### src/rtl/mult_div_engine_if.sv
// Request/response bundle between the CPU control unit and mult_div_engine.
// The master drives operands, op and start; the slave returns busy/done, HI/LO and div_zero.
interface mult_div_engine_if #(
    parameter int WIDTH = 32
);
    logic [WIDTH-1:0] a_in;
    logic [WIDTH-1:0] b_in;
    logic [2:0]       op;
    logic             start;
    logic             busy;
    logic             done;
    logic             div_zero;
    logic [WIDTH-1:0] hi_out;
    logic [WIDTH-1:0] lo_out;

    modport master (
        output a_in, b_in, op, start,
        input  busy, done, div_zero, hi_out, lo_out
    );

    modport slave (
        input  a_in, b_in, op, start,
        output busy, done, div_zero, hi_out, lo_out
    );
endinterface

### src/rtl/mult_div_engine.sv
// Iterative radix-2 multiply/divide engine: signed Booth multiply, restoring divide on magnitudes.
// Optional MULT_DIV_UNSIGNED_EN: op[2] selects unsigned MULTU/DIVU; otherwise op[2] is ignored.
module mult_div_engine #(
    parameter int WIDTH = 32
) (
    input  logic             clk,
    input  logic             reset,
    mult_div_engine_if.slave bus
);
    localparam int CNT_W = $clog2(WIDTH);
`ifdef MULT_DIV_UNSIGNED_EN
    localparam bit UNS_EN = 1'b1;
`else
    localparam bit UNS_EN = 1'b0;
`endif

    typedef enum logic [1:0] {IDLE, MULT, DIV, FINISH} state_t;

    state_t           state_reg;
    logic [CNT_W-1:0] cnt_reg;
    logic [WIDTH-1:0] m_reg;
    logic [WIDTH-1:0] acc_reg;
    logic [WIDTH-1:0] q_reg;
    logic             q_m1_reg;
    logic             uns_reg;
    logic             neg_q_reg;
    logic             neg_r_reg;
    logic             zero_div_reg;
    logic             busy_reg;
    logic             done_reg;
    logic             div_zero_reg;
    logic [WIDTH-1:0] hi_reg;
    logic [WIDTH-1:0] lo_reg;

    logic             op_valid;
    logic             op_div;
    logic             op_uns;
    logic             a_neg;
    logic             b_neg;
    logic [WIDTH-1:0] a_mag;
    logic [WIDTH-1:0] b_mag;
    logic [WIDTH:0]   acc_ext;
    logic [WIDTH:0]   m_ext;
    logic [WIDTH:0]   mul_sum;
    logic [WIDTH:0]   div_shift;
    logic [WIDTH-1:0] div_rem;
    logic             div_fits;

    assign op_valid = (bus.op[1:0] == 2'b01) || (bus.op[1:0] == 2'b10);
    assign op_div   = (bus.op[1:0] == 2'b10);
    assign op_uns   = UNS_EN && bus.op[2];
    assign a_neg    = !op_uns && bus.a_in[WIDTH-1];
    assign b_neg    = !op_uns && bus.b_in[WIDTH-1];
    assign a_mag    = a_neg ? ({WIDTH{1'b0}} - bus.a_in) : bus.a_in;
    assign b_mag    = b_neg ? ({WIDTH{1'b0}} - bus.b_in) : bus.b_in;

    // The sum is one bit wider than the accumulator so the most negative
    // multiplicand cannot overflow before the arithmetic shift.
    always_comb begin
        acc_ext = uns_reg ? {1'b0, acc_reg} : {acc_reg[WIDTH-1], acc_reg};
        m_ext   = uns_reg ? {1'b0, m_reg}   : {m_reg[WIDTH-1], m_reg};
        mul_sum = acc_ext;
        if (uns_reg) begin
            if (q_reg[0]) begin
                mul_sum = acc_ext + m_ext;
            end
        end else begin
            case ({q_reg[0], q_m1_reg})
                2'b01:   mul_sum = acc_ext + m_ext;
                2'b10:   mul_sum = acc_ext - m_ext;
                default: mul_sum = acc_ext;
            endcase
        end
    end

    // Partial remainder is always below the divisor, so its low bits are exact.
    assign div_shift = {acc_reg, q_reg[WIDTH-1]};
    assign div_fits  = (div_shift >= {1'b0, m_reg});
    assign div_rem   = div_shift[WIDTH-1:0] - m_reg;

    always_ff @(posedge clk) begin
        if (reset) begin
            state_reg    <= IDLE;
            cnt_reg      <= '0;
            m_reg        <= '0;
            acc_reg      <= '0;
            q_reg        <= '0;
            q_m1_reg     <= 1'b0;
            uns_reg      <= 1'b0;
            neg_q_reg    <= 1'b0;
            neg_r_reg    <= 1'b0;
            zero_div_reg <= 1'b0;
            busy_reg     <= 1'b0;
            done_reg     <= 1'b0;
            div_zero_reg <= 1'b0;
            hi_reg       <= '0;
            lo_reg       <= '0;
        end else begin
            done_reg     <= 1'b0;
            div_zero_reg <= 1'b0;
            case (state_reg)
                IDLE: begin
                    if (bus.start && op_valid) begin
                        cnt_reg  <= '0;
                        acc_reg  <= '0;
                        q_m1_reg <= 1'b0;
                        uns_reg  <= op_uns;
                        if (op_div) begin
                            m_reg        <= b_mag;
                            q_reg        <= a_mag;
                            neg_q_reg    <= a_neg ^ b_neg;
                            neg_r_reg    <= a_neg;
                            zero_div_reg <= (bus.b_in == '0);
                            state_reg    <= (bus.b_in == '0) ? FINISH : DIV;
                        end else begin
                            m_reg        <= bus.a_in;
                            q_reg        <= bus.b_in;
                            neg_q_reg    <= 1'b0;
                            neg_r_reg    <= 1'b0;
                            zero_div_reg <= 1'b0;
                            state_reg    <= MULT;
                        end
                    end
                end
                MULT: begin
                    busy_reg <= 1'b1;
                    acc_reg  <= mul_sum[WIDTH:1];
                    q_reg    <= {mul_sum[0], q_reg[WIDTH-1:1]};
                    q_m1_reg <= q_reg[0];
                    cnt_reg  <= cnt_reg + 1'b1;
                    if (cnt_reg == CNT_W'(WIDTH - 1)) begin
                        state_reg <= FINISH;
                    end
                end
                DIV: begin
                    busy_reg <= 1'b1;
                    acc_reg  <= div_fits ? div_rem : div_shift[WIDTH-1:0];
                    q_reg    <= {q_reg[WIDTH-2:0], div_fits};
                    cnt_reg  <= cnt_reg + 1'b1;
                    if (cnt_reg == CNT_W'(WIDTH - 1)) begin
                        state_reg <= FINISH;
                    end
                end
                FINISH: begin
                    busy_reg  <= 1'b0;
                    done_reg  <= 1'b1;
                    state_reg <= IDLE;
                    if (zero_div_reg) begin
                        div_zero_reg <= 1'b1;
                    end else begin
                        hi_reg <= neg_r_reg ? ({WIDTH{1'b0}} - acc_reg) : acc_reg;
                        lo_reg <= neg_q_reg ? ({WIDTH{1'b0}} - q_reg) : q_reg;
                    end
                end
                default: state_reg <= IDLE;
            endcase
        end
    end

    assign bus.busy     = busy_reg;
    assign bus.done     = done_reg;
    assign bus.div_zero = div_zero_reg;
    assign bus.hi_out   = hi_reg;
    assign bus.lo_out   = lo_reg;
endmodule

### src/flat_wrapper.sv
// flat-port wrapper written by rule: the top's interface ports become plain ports
module mult_div_engine_flat 
#(
    parameter int WIDTH = 32
)
  (clk, reset, bus_a_in, bus_b_in, bus_op, bus_start, bus_busy, bus_done, bus_div_zero, bus_hi_out, bus_lo_out);
  mult_div_engine_if #(.WIDTH(WIDTH)) bus_i ();
  input  logic clk;
  input  logic reset;
  input wire logic [$bits(bus_i.a_in)-1:0] bus_a_in;
  input wire logic [$bits(bus_i.b_in)-1:0] bus_b_in;
  input wire logic [$bits(bus_i.op)-1:0] bus_op;
  input wire logic [$bits(bus_i.start)-1:0] bus_start;
  output wire logic [$bits(bus_i.busy)-1:0] bus_busy;
  output wire logic [$bits(bus_i.done)-1:0] bus_done;
  output wire logic [$bits(bus_i.div_zero)-1:0] bus_div_zero;
  output wire logic [$bits(bus_i.hi_out)-1:0] bus_hi_out;
  output wire logic [$bits(bus_i.lo_out)-1:0] bus_lo_out;
  assign bus_i.a_in = bus_a_in;
  assign bus_i.b_in = bus_b_in;
  assign bus_i.op = bus_op;
  assign bus_i.start = bus_start;
  assign bus_busy = bus_i.busy;
  assign bus_done = bus_i.done;
  assign bus_div_zero = bus_i.div_zero;
  assign bus_hi_out = bus_i.hi_out;
  assign bus_lo_out = bus_i.lo_out;
  mult_div_engine #(.WIDTH(WIDTH)) u_core (.clk(clk), .reset(reset), .bus(bus_i));
endmodule
### config.mk
export PLATFORM = sky130hd
export DESIGN_NAME = mult_div_engine_flat
export DESIGN_NICKNAME = d
export VERILOG_FILES = /design/src/rtl/mult_div_engine_if.sv /design/src/rtl/mult_div_engine.sv /design/src/flat_wrapper.sv
export SDC_FILE = /design/constraint.sdc
export NUM_CORES = 1
export LEC_CHECK = 0
export BUFFER_PORTS_ARGS = -buffer_cell sky130_fd_sc_hd__buf_2
export CORE_ASPECT_RATIO = 1.75
export CORE_MARGIN = 4
export CORE_UTILIZATION = 60
export DETAILED_ROUTE_END_ITERATION = 6
export GPL_ROUTABILITY_DRIVEN = 0
export HOLD_SLACK_MARGIN = 0.08
export PLACE_DENSITY = 0.81
export SLEW_MARGIN = 15
export SYNTH_ARGS = -nofsm -noshare
export SYNTH_HDL_FRONTEND = slang
export SYNTH_SLANG_ARGS = --single-unit
### constraint.sdc
create_clock -name clk -period 6.2 [get_ports clk]
set_clock_uncertainty 0.2 [all_clocks]
set_input_delay 0.62 -clock clk [delete_from_list [all_inputs] [get_ports clk]]
set_output_delay 0.62 -clock clk [all_outputs]
set_load 0.1 [all_outputs]
# Yosys cells after proc, flatten, opt, wreduce, memory -nomap -nowiden
# Cells that the tools add are included.
# totals
output_inout_bits	67
word_cells	82
in_bits	70
regBits	174
# classes
n_eq_ne	11
bitwise	3
n_lt_le_gt_ge	1
n_reduce_logical	17
n_addsub	8
n_mux	27
# op_table
op	count
two-way mux 32 bit	9
one-hot mux 32 bit (3 select lines)	2
subtractor 1 x 32 -> 32 bit (first input constant)	4
one-hot mux 33 bit (2 select lines)	1
adder 32 x 32 -> 33 bit	1
>= comparator 33 x 32 -> 1 bit	1
subtractor 32 x 32 -> 33 bit	1
logical NOT 32 bit	1
subtractor 32 bit	1
AND reduction 2 bit	6
one-hot mux 5 bit (2 select lines)	1
equality test 2 bit (second input constant)	4
two-way mux 1 bit	7
equality test 2 x 1 -> 1 bit (second input constant)	3
two-way mux 2 bit	3
one-hot mux 2 bit (3 select lines)	1
nonzero test 2 bit	3
adder 5 x 1 -> 5 bit (second input constant)	1
equality test 5 bit (second input constant)	1
two-way mux 5 bit	1
!= test 2 x 1 -> 1 bit (second input constant)	2
one-hot mux 1 bit (2 select lines)	2
OR reduction 2 bit	2
!= test 3 bit (second input constant)	1
other kinds (7)	8

# Depth between registers and ports, before layout
# depth
word_depth	5
depth_mapped	23
depth_no_buf	21

# Least setup slack after synthesis
# OpenSTA, ideal clock, no wires.
# synth_path
path_kind	flip-flop to flip-flop
from	register u_core.m_reg[2]
to	register u_core.acc_reg[30]
path_stages_with_launch	22
required_ps	5905
setup_ps	95
setup_slack_ps	1649
arrival_ps	4256
n_path_buf	2
synth_period_minus_slack_ps	4551
cell_sequence	dfxtp_1 or4_1 nor4_1 and2_0 clkbuf_1 nand2_1 or4_1 nor2_1 nor2_1 xnor2_1 ha_1 clkbuf_1 a21oi_1 o21ai_0 a21o_1 a21o_1 a211o_1 a21oi_1 o41ai_1 xor2_1 nand2_1 a221oi_1
# synth_via
elab_chain_cells	3
elab_cells_between_ends	7
cone_classes	add/sub (3); order compare (1); mux (3)
# synth_rtl
element	line_no	text
start: declaration	mult_div_engine.sv:21	logic [WIDTH-1:0] m_reg;
start signal: assignment	mult_div_engine.sv:109	m_reg <= b_mag;
start signal: assignment	mult_div_engine.sv:116	m_reg <= bus.a_in;
subtractor 32 x 32 -> 33 bit, or another cell as far along	mult_div_engine.sv:70	2'b10: mul_sum = acc_ext - m_ext;
one-hot mux 33 bit (2 select lines) or two-way mux 32 bit (tied branches)	mult_div_engine.sv:68, mult_div_engine.sv:137	
one-hot mux 32 bit (3 select lines) (*)	mult_div_engine.sv:101	case (state_reg)
end signal: assignment	mult_div_engine.sv:127	acc_reg <= mul_sum[WIDTH:1];
end signal: assignment	mult_div_engine.sv:137	acc_reg <= div_fits ? div_rem : div_shift[WIDTH-1:0];
end: declaration	mult_div_engine.sv:22	logic [WIDTH-1:0] acc_reg;
# Every way passes the cells marked *; elsewhere a longest branch is shown, timed or not.
# A chain may end at the register's enable or synchronous reset.

# Worst setup path after layout
# layout_path
from	register u_core.q_reg[0]
to	register u_core.acc_reg[25]
# layout_via
elab_chain_cells	3
elab_cells_between_ends	4
cone_classes	eq/ne (2); mux (2)
# layout_rtl
element	line_no	text
start: declaration	mult_div_engine.sv:23	logic [WIDTH-1:0] q_reg;
start signal: assignment	mult_div_engine.sv:110	q_reg <= a_mag;
start signal: assignment	mult_div_engine.sv:117	q_reg <= bus.b_in;
start signal: assignment	mult_div_engine.sv:128	q_reg <= {mul_sum[0], q_reg[WIDTH-1:1]};
equality test 2 bit or equality test 2 x 1 -> 1 bit (tied branches)	mult_div_engine.sv:68	case ({q_reg[0], q_m1_reg})
one-hot mux 33 bit (2 select lines) (*)	mult_div_engine.sv:68	
one-hot mux 32 bit (3 select lines) (*)	mult_div_engine.sv:101	
# Marked as above.

==> impl_metrics.yaml <==
status:
  outcome: "complete, but fails checks"
  failed_checks: "DRC"
global_route:
  grt_max_degree: 86
  grt_pass1_wl_um: 76870
  via_count_of_the_first_global_routing_pass: 14790
  antenna_found_initial: 0
  overflow_left_after_global_routing: 0
  grt_usage: 0.3555
worst_setup_path:
  critPathRequiredTime_ns: 6.37
  regToRegStartpoint: "u_core.q_reg[0]"
  crit_type: "flip-flop to flip-flop"
  path_max_fanout: 10
  endpoint_kind: "flip-flop"
  timing_startpoint_of_the_critical_path: "u_core.q_reg[0]"
  worstSetupStartpointType: "flip-flop"
  worst_ep_arrival_time_ns: 5.50
sta:
  slew_headroom: 0.2970
  final.setup.tns_ns: 0
  fin_crit_sh: 0.8593
  drv_slew: 0
  fmax_mhz: 187.7
  worst_pin_slew_ns: 1.053
  final.hold.worst_slack_ns: 0.2539
  timing.final.setup_violations: 0
  min_period_ns: 5.328
  rsz0062_at_grt: "false"
  report.final.hold_viol_count: 0
  finalWorstSetupSlack_ns: 0.8723
clocking:
  tritoncts.num_buffers: 17
  clock_sinks: 174
  cts.htree.levels: 4
  cts_tree: "yes"
  post_cts_resize_count: 0
  ctsRootBufferMaster: "clkbuf_16"
  post_cts_buffers: 0
  cts.clk_slew.worst_paths_ns: 0.07
  clock_tree.buffer_depth: 2
  holdBufCountCts: 0
  clock_latency_ns: 0.46
floorplanning:
  die_width_um: 125.9
  coreArea_um2: 24020
  io-pin-count: 137
  die_height_um: 214.4
  row_count: 75
  start_util: 0.6079
  dieArea_um2: 27000
finish:
  antenna_cells_inserted: 0
  drive_gt1_frac: 0.1083
  final_core_util: 0.6604
  final_nets: 2170
  final_area_um2: 15870
  instances_no_fill: 2339
  synthToLayoutAreaGrowth_pct: 8.636
logic_synthesis:
  synthFlopType: "dfxtp_1"
  ys_seq_elements: 174
  synthCells: 1989
  synthesis.yosys.warnings: 0
  ys_seq_area_frac: 0.2385
  synth-async-reset-ratio: 0
  synth.lib_cells_used.distinct: 74
  synth_area_um2: 14600
  synth-edff-count: 0
  postSynthNetCount: 2140
  syn-mean-instance-area_um2: 7.342
detailed_routing:
  wl_per_cell_um: 21.02
  routed-via-count: 15220
  ant_nets: 0
  drc: 16
  detailedRoute.firstPassIterationCount: 7
  routed_wl_um: 49170
  initialDrtViolationCount: 1238
  viasPerCell: 6.507
placed_design:
  preCtsSetupSlack_ns: 1.327
  place.detailed.hpwl_um: 36220
  dp_cells: 2308
  placed_area_um2: 15310
  placement.io_buffers: 135
min_path:
  hold_start: "u_core.bus.hi_out[29]"
  min-delay-path-class: "flip-flop to flip-flop"
power:
  powerDensity_nw_per_um2: 419.0
  irDropWorstVdd_mv: 0.3964
  fin_total_pwr_mw: 6.647
  p_leak_nw: 6.393
flow_run:
  drv_cap: 0
-- worst paths after layout --
path / endpoint / slack, ns / cells past startpoint
hold reg to reg: u_core.bus.hi_out[29] / 0.25 / 2
hold / removal: u_core.bus.hi_out[29] / 0.25 / 2
setup reg to reg: u_core.acc_reg[25] / 0.87 / 14
setup / recovery: u_core.acc_reg[25] / 0.87 / 14
-- layout by cell type (no fill, tap or decap), drive strengths merged, types with 11 or more instances in the layout --
| cell | count |
|---|---|
| o21ai | 122 |
| dfxtp | 174 |
| a221oi | 11 |
| o41ai | 17 |
| nand3 | 34 |
| xnor2 | 71 |
| a21oi | 154 |
| buf | 162 |
| a211oi | 123 |
| ha | 79 |
| a22o | 16 |
| a31oi | 13 |
| a22oi | 33 |
| and3 | 11 |
| a21o | 33 |
| o211ai | 28 |
| or4 | 25 |
| nor4 | 14 |
| xor2 | 133 |
| nand2 | 208 |
| nand2b | 16 |
| or3 | 19 |
| o31ai | 40 |
| nor2b | 13 |
| nor2 | 229 |
| inv | 73 |
| clkbuf | 21 |
| nor3 | 29 |
-- cell type report --
cell class	instances	area, um^2
Clock inverter	10	103.9
Sequential cell	174	3483
Timing Repair Buffer	162	880.8
Clock buffer	21	450.4
Multi-Input combinational cell	1595	10300
Inverter	69	259.0
Tap cell	308	385.4
Fill cell	2174	8158
-- metal layers --
metal	vias up	share of wire	GRT usage
li1	7244	-	-
met1	7007	0.33	0.3520
met2	694	0.50	0.6314
met3	274	0.063	0.06481
met4	0	0.098	0.2946
met5	-	0	0
-- critical path, stage by stage, from the launching register on --
cell and delay (ns):
dfxtp_1 0.54, ha_1 0.57, mux2_2 0.44, fa_1 0.44
nor2b_1 0.20, o31ai_1 0.11, buf_4 0.17, a211oi_1 0.62
o211ai_1 0.28, a41oi_1 0.36, o21ai_0 0.16, nand2_1 0.11
xor2_1 0.62, a221oi_1 0.17, a211oi_1 0.24
-- where the power goes --
group | internal (mW) | switching (mW) | total, mW
Clock | 0.568 | 0.488 | 1.06
Combinational | 1.32 | 2.67 | 3.98
Sequential | 1.30 | 0.310 | 1.61
-- cells in the mapped netlist, types with 11 or more instances --
library cell / instances / share of area
nor2_1: 229 / 0.059
nand2_1: 208 / 0.053
dfxtp_1: 174 / 0.24
a21oi_1: 154 / 0.053
xor2_1: 133 / 0.080
clkbuf_1: 129 / 0.033
a211oi_1: 123 / 0.063
o21ai_0: 121 / 0.041
ha_1: 79 / 0.068
xnor2_1: 71 / 0.043
inv_1: 69 / 0.018
o31ai_1: 37 / 0.019
nand3_1: 34 / 0.012
a21o_1: 33 / 0.017
a22oi_1: 33 / 0.017
nor3_1: 29 / 0.0099
o211ai_1: 28 / 0.014
or4_1: 20 / 0.010
or3_1: 19 / 0.0081
buf_1: 17 / 0.0044
a22o_1: 16 / 0.0096
o41ai_1: 16 / 0.0096
nand2b_1: 15 / 0.0064
a31oi_1: 13 / 0.0056
nor2b_1: 13 / 0.0056
nor4_1: 13 / 0.0056
a221oi_1: 11 / 0.0066
and3_1: 11 / 0.0047
-- cell families after synthesis --
logic type / share of synthesized area
adders and majority gates: 0.07043
AOI/OAI and AO/OA: 0.2999
DFF: 0.2385
muxes: 0.008396
buffers and inverters: 0.05800
xor gates and xnor gates: 0.1223
and+or+nand+nor: 0.2024
Power figures use the tool's default switching activity.
